File: config.mk
export PLATFORM = sky130hd
export DESIGN_NAME = stopwatch
export DESIGN_NICKNAME = d
export VERILOG_FILES = /design/src/rtl/stopwatch.sv
export SDC_FILE = /design/constraint.sdc
export NUM_CORES = 1
export LEC_CHECK = 0
export BUFFER_PORTS_ARGS = -buffer_cell sky130_fd_sc_hd__buf_2
export CAP_MARGIN = 40
export CORE_AREA = 2 2 59 61
export DETAILED_ROUTE_END_ITERATION = 12
export DIE_AREA = 0 0 61 63
export PLACE_DENSITY_LB_ADDON = 0.05
export SLEW_MARGIN = 20
export SYNTH_ARGS = -nofsm -noshare
export SYNTH_HDL_FRONTEND = slang
export SYNTH_SLANG_ARGS = --single-unit
File: constraint.sdc
create_clock -name clk -period 3.6 [get_ports clk]
set_input_delay 0.18 -clock clk [delete_from_list [all_inputs] [get_ports clk]]
set_output_delay 0.18 -clock clk [all_outputs]
set_load 0.03 [all_outputs]
File: src/rtl/stopwatch.sv
`default_nettype none
// ============================================================================
// Module   : stopwatch
// Brief    : MM:SS BCD up-counting stopwatch with run/pause/clear, saturating
//            at MAX_MIN:59. Optional lap capture enabled by STOPWATCH_LAP_EN.
// Revision : 1.0 - initial release
// ============================================================================
module stopwatch #(
   parameter int MAX_MIN = 99
) (
   input  logic       clk,
   input  logic       nrst,
   input  logic       clk_div,
   input  logic       start_stop,
   input  logic       lap,
   input  logic       clear,
   output logic [3:0] min_tens,
   output logic [3:0] min_ones,
   output logic [3:0] sec_tens,
   output logic [3:0] sec_ones,
   output logic       running,
   output logic       lap_view,
   output logic       overflow
);

   typedef enum logic [1:0] {
      S_IDLE  = 2'd0,
      S_RUN   = 2'd1,
      S_PAUSE = 2'd2
   } state_t;

   localparam logic [3:0]  c_MAX_TENS = 4'(MAX_MIN / 10);
   localparam logic [3:0]  c_MAX_ONES = 4'(MAX_MIN % 10);
   localparam logic [15:0] c_CNT_MAX  = {c_MAX_TENS, c_MAX_ONES, 4'd5, 4'd9};

   state_t      r_state, w_state_nxt;
   logic [15:0] r_cnt, w_cnt_nxt, w_cnt_inc;
   logic        r_overflow, w_overflow_nxt;
   logic [15:0] w_disp;
   logic        w_tick, w_sat, w_do_clear;

   assign w_tick     = (r_state == S_RUN) && clk_div;
   assign w_sat      = w_tick && (r_cnt == c_CNT_MAX);
   assign w_do_clear = clear && (r_state != S_RUN);

   // BCD ripple increment: {min_tens, min_ones, sec_tens, sec_ones}
   always_comb begin
      w_cnt_inc = r_cnt;
      if (r_cnt[3:0] != 4'd9) begin
         w_cnt_inc[3:0] = r_cnt[3:0] + 4'd1;
      end else begin
         w_cnt_inc[3:0] = 4'd0;
         if (r_cnt[7:4] != 4'd5) begin
            w_cnt_inc[7:4] = r_cnt[7:4] + 4'd1;
         end else begin
            w_cnt_inc[7:4] = 4'd0;
            if (r_cnt[11:8] != 4'd9) begin
               w_cnt_inc[11:8] = r_cnt[11:8] + 4'd1;
            end else begin
               w_cnt_inc[11:8]  = 4'd0;
               w_cnt_inc[15:12] = r_cnt[15:12] + 4'd1;
            end
         end
      end
   end

   always_comb begin
      w_state_nxt    = r_state;
      w_cnt_nxt      = r_cnt;
      w_overflow_nxt = r_overflow;
      // Tick is judged on the current state, so it still counts alongside RUN->PAUSE
      if (w_tick) begin
         if (w_sat) begin
            w_overflow_nxt = 1'b1;
            w_state_nxt    = S_PAUSE;
         end else begin
            w_cnt_nxt = w_cnt_inc;
         end
      end
      case (r_state)
         S_IDLE: begin
            if (clear) begin
               w_cnt_nxt      = 16'd0;
               w_overflow_nxt = 1'b0;
            end else if (start_stop) begin
               w_state_nxt = S_RUN;
            end
         end
         S_RUN: begin
            if (start_stop && !clear) begin
               w_state_nxt = S_PAUSE;
            end
         end
         S_PAUSE: begin
            if (clear) begin
               w_state_nxt    = S_IDLE;
               w_cnt_nxt      = 16'd0;
               w_overflow_nxt = 1'b0;
            end else if (start_stop && !r_overflow) begin
               w_state_nxt = S_RUN;
            end
         end
         default: w_state_nxt = S_IDLE;
      endcase
   end

   always_ff @(posedge clk or negedge nrst) begin
      if (!nrst) begin
         r_state    <= S_IDLE;
         r_cnt      <= 16'd0;
         r_overflow <= 1'b0;
      end else begin
         r_state    <= w_state_nxt;
         r_cnt      <= w_cnt_nxt;
         r_overflow <= w_overflow_nxt;
      end
   end

`ifdef STOPWATCH_LAP_EN
   logic [15:0] r_lap_reg, w_lap_reg_nxt;
   logic        r_lap_view, w_lap_view_nxt;
   logic        w_lap_req;

   // Lap loses to both clear and start_stop in the same cycle
   assign w_lap_req = lap && !clear && !start_stop;

   always_comb begin
      w_lap_reg_nxt  = r_lap_reg;
      w_lap_view_nxt = r_lap_view;
      if (w_do_clear) begin
         w_lap_reg_nxt  = 16'd0;
         w_lap_view_nxt = 1'b0;
      end else if (w_lap_req) begin
         if (r_state == S_RUN) begin
            w_lap_reg_nxt  = r_cnt;
            w_lap_view_nxt = 1'b1;
         end else if (r_state == S_PAUSE) begin
            w_lap_view_nxt = 1'b0;
         end
      end
   end

   always_ff @(posedge clk or negedge nrst) begin
      if (!nrst) begin
         r_lap_reg  <= 16'd0;
         r_lap_view <= 1'b0;
      end else begin
         r_lap_reg  <= w_lap_reg_nxt;
         r_lap_view <= w_lap_view_nxt;
      end
   end

   assign w_disp   = r_lap_view ? r_lap_reg : r_cnt;
   assign lap_view = r_lap_view;
`else
   logic w_unused_lap;
   assign w_unused_lap = lap ^ w_do_clear;
   assign w_disp       = r_cnt;
   assign lap_view     = 1'b0;
`endif

   assign min_tens = w_disp[15:12];
   assign min_ones = w_disp[11:8];
   assign sec_tens = w_disp[7:4];
   assign sec_ones = w_disp[3:0];
   assign running  = (r_state == S_RUN);
   assign overflow = r_overflow;

endmodule
`default_nettype wire

==> summary.md <==
| Metric | Value |
|---|---|
| CP Data Arrival Time | 2.07 ns |
| Hold crit path type | input pin to flop |
| Measured slew at the worst slew-check pin | 0.541 ns |
| Switching pwr | 0.000141 W |
| Drt pass-1 iters | 4 |
| RSZ-0062 raised after global routing | false |
| Die Height | 63 um |
| H-tree depth | 1 |
| Final net count | 153 |
| Leading area contributor after synthesis | dfrtp_1 |
| Pint | 0.000296 W |
| Clock Tree Buf Depth | 2 |
| Ports | 25 |
| Hold Fails Final Rpt | 0 |
| Syn_nets | 128 |
| Synth area leaders | dfrtp_1 42%, a21oi_1 5.7%, ha_1 4.4%, nor2_1 3.3%, o21ai_0 3.1% |
| Largest net degree at the start of global routing | 20 |
| DIE AREA | 3840 um^2 |
| Setup Buffers After CTS | 0 |
| Number of unique standard cell types used by synthesis | 44 |
| First-pass GRT wire length | 4560 um |
| Final TNS setup | 0 ns |
| Leak Pwr | 0.574 nW |
| Placed Cells | 183 |
| CP Capture Type | flop |
| Buf/Inv on CP | 1 |
| Tot GR Track Use | 15.7% |
| Number of fill cells | 359 |
| VDD IR max | 0.125 mV |
| DP Area | 1290 um^2 |
| Fin Clk Skew | 0.00481 ns |
| Worst EP required | 3.83 ns |
| Achievable Freq | 543 MHz |
| Wirelength per Cell | 13.4 um |
| Sequential share of power | 54.8% |
| Via density | 5.11 |
| FFs w/ async S/R, synth | 100% |
| Final Wtd Congestion | 0.782 |
| Sw Ratio | 32.2% |
| Clock Tree Root | clkbuf_4 |
| Area Overhead vs Synth | 16.3% |
| Effective utilization at floorplan | 35.2% |
| Clock share of power | 26.0% |
| Worst-skew pair later-pin latency | 0.30 ns |
| Crit-path cells | inv_1, ha_1, and3b_1, nand2_1, or4_1, a21oi_1 |
| Critical path class | flop to flop |
| Post-route non-filler standard cell count | 188 |
| Vias in the first global route | 974 |
| Post-Syn Area | 1140 um^2 |
| Dominant synthesized flop cell | dfrtp_1 |
| DIE WIDTH | 61 um |
| Comb power frac | 19.2% |
| Power per Cell Area | 330 nW/um^2 |
| Post-route core utilization | 40.9% |
| Hold WS | 0.0803 ns |
| FF+latch count, synth | 19 |
| CTS tree | done |
| Core ar. | 3230 um^2 |
| Cts hold-fix bufs | 1 |
| Clock-pin transition on the worst setup and hold timing paths | 0.11 ns |
| Max stage delay on crit path | 0.50 ns |
| Post-cts sizing count | 0 |
| Average size of a mapped cell | 9.64 um^2 |
| Max-cap violations | 0 |
| Maximum fanout along the worst path | 7 |
| DP HPWL | 1740 um |
| Rows | 21 |
| Pins Over Slew Limit | 0 |
| Top delay family on crit path | simple AND/OR/NAND/NOR gates |
| Synth top area share | 41.8% |
| Share of post-route cells with drive strength above 1 | 23.9% |
| ANT cells | 0 |
| Final instance area | 1320 um^2 |
| Rel. slew slack | 63.7% |
| Final critical-path required period | 1.84 ns |
| Initial antenna violation count | 0 |
| DRT iter0 DRCs | 25 |
| CTS buffer count | 3 |
| CP startpoint kind | flop |
| Mapped Cells | 118 |
| Final Cycle Share | 51.1% |
| Status | finished, final reports clean |
| Clock Sinks | 19 |
| Vias after detailed routing | 961 |
| DRC viols | 0 |
| # port buffers | 22 |
| DRT antenna net count | 0 |
| Register area share after synthesis | 41.8% |
| Grt ovf | 0 |
| EDFF count, synth | 0 |
| Slowest CP cell | or4_1 |
| YS warnings | 0 |
| Setup Viol. Count Final | 0 |
| Final WL | 2510 um |
[final cells by class]
type                    count  area [um^2]  area share [%]
multi-input cells          89          613            46.4
inverters                   6         22.5            1.70
flip-flops and latches     19          475            36.0
well taps                  46         57.6            4.35
repair buffers             24          128            9.65
clock buffers               4         26.3            1.99
[power groups by stage]
| stage | Sequential [W] | Clock [W] | Combinational (W) |
|---|---|---|---|
| 2_1_floorplan | 0.000253 | 0 | 0.0000461 |
| 3_3_place_gp | 0.000243 | 0 | 0.0000838 |
| 3_5_place_dp | 0.000244 | 0 | 0.0000843 |
| 4_1_cts | 0.000239 | 0.000119 | 0.0000851 |
| 5_1_grt | 0.000243 | 0.000131 | 0.0000922 |
| 6_report | 0.000239 | 0.000113 | 0.0000838 |
[registers in the layout, summed over array words and instances (netlist names)]
signal	count
r_state	2
r_cnt	16
overflow	1
[placed cells by master (no fill, tap or decap), drive strengths merged]
master and count:
or3b 1, xnor2 1, or4 2, nand2b 2, nor3b 2, a211oi 2, nand4 1, and2b 2
o22ai 1, or3 4, nor2b 3, inv 6, conb 1, nand3 4, and3 1, buf 23
a31o 2, nand4bb 1, and3b 1, nand3b 3, clkbuf 4, a22oi 1, o21bai 1, nand4b 1
xor2 1, and4b 1, and4bb 1, dfrtp 19, a21oi 13, dlygate4sd3 1, a31oi 2, ha 4
o31ai 2, nor3 3, mux2i 1, mux2 1, nor2 10, o21ai 7, nand2 4, a311oi 2
[cells by family after synthesis]
kind of cell / synth area share [%]
buf+inv: 4.29
mux: 1.87
other cells: 0.330
flops: 41.8
compound gates: 17.5
simple gates: 28.3
fa+ha+maj: 4.40
xor+xnor: 1.54
[final timing paths]
check	start	slack, ns	endpoint	cells after the start
setup / recovery	r_cnt[9]$_DFF_PN0_	1.76	r_cnt[15]$_DFF_PN0_	6
hold / removal	clear	0.08	r_state[1]$_DFF_PN0_	2
setup reg to reg	r_cnt[9]$_DFF_PN0_	1.76	r_cnt[15]$_DFF_PN0_	6
hold reg to reg	overflow$_DFF_PN0_	0.58	overflow$_DFF_PN0_	2
max in group asynchronous	nrst	2.94	r_cnt[3]$_DFF_PN0_	2
min in group asynchronous	nrst	0.34	r_cnt[13]$_DFF_PN0_	2
[synthesized netlist by cell type (2+ instances only)]
library cell,instances
dfrtp_1,19
a21oi_1,13
nor2_1,10
o21ai_0,7
inv_1,6
ha_1,4
nand2_1,4
or3_1,4
nand3_1,3
nand3b_1,3
nor2b_1,3
a211oi_1,2
a311oi_1,2
a31o_2,2
a31oi_1,2
and2b_1,2
nand2b_1,2
nor3_2,2
o31ai_1,2
or4_1,2
[metal layers]
metal / wire, um / share of wire [%] / track usage [%] / up-vias
li1: - / - / - / 482
met1: 1260 / 50 / 22.2 / 456
met2: 1120 / 45 / 23.7 / 18
met3: 80 / 3.2 / 2.48 / 5
met4: 48 / 1.9 / 5.71 / 0
met5: 0 / 0 / 0 / -
[worst reg2reg max path: cells and delay by family (launching register included)]
| kind | cells | cell delay [ns] |
|---|---|---|
| AND/OR/NAND/NOR | 3 | 0.97 |
| flip-flops | 1 | 0.43 |
| AO/OA/AOI/OAI | 1 | 0.16 |
| adder cells (fa/ha/maj) | 1 | 0.15 |
| buffers and inverters | 1 | 0.07 |
[through the flow]
stage	setup WS (ns)	total power, W
2_1_floorplan	1.83	0.000299
3_3_place_gp	1.82	0.000327
3_5_place_dp	1.76	0.000328
4_1_cts	1.74	0.000443
5_1_grt	1.62	0.000467
6_report	1.76	0.000437
Note: power is estimated with default switching activity, not from simulation.
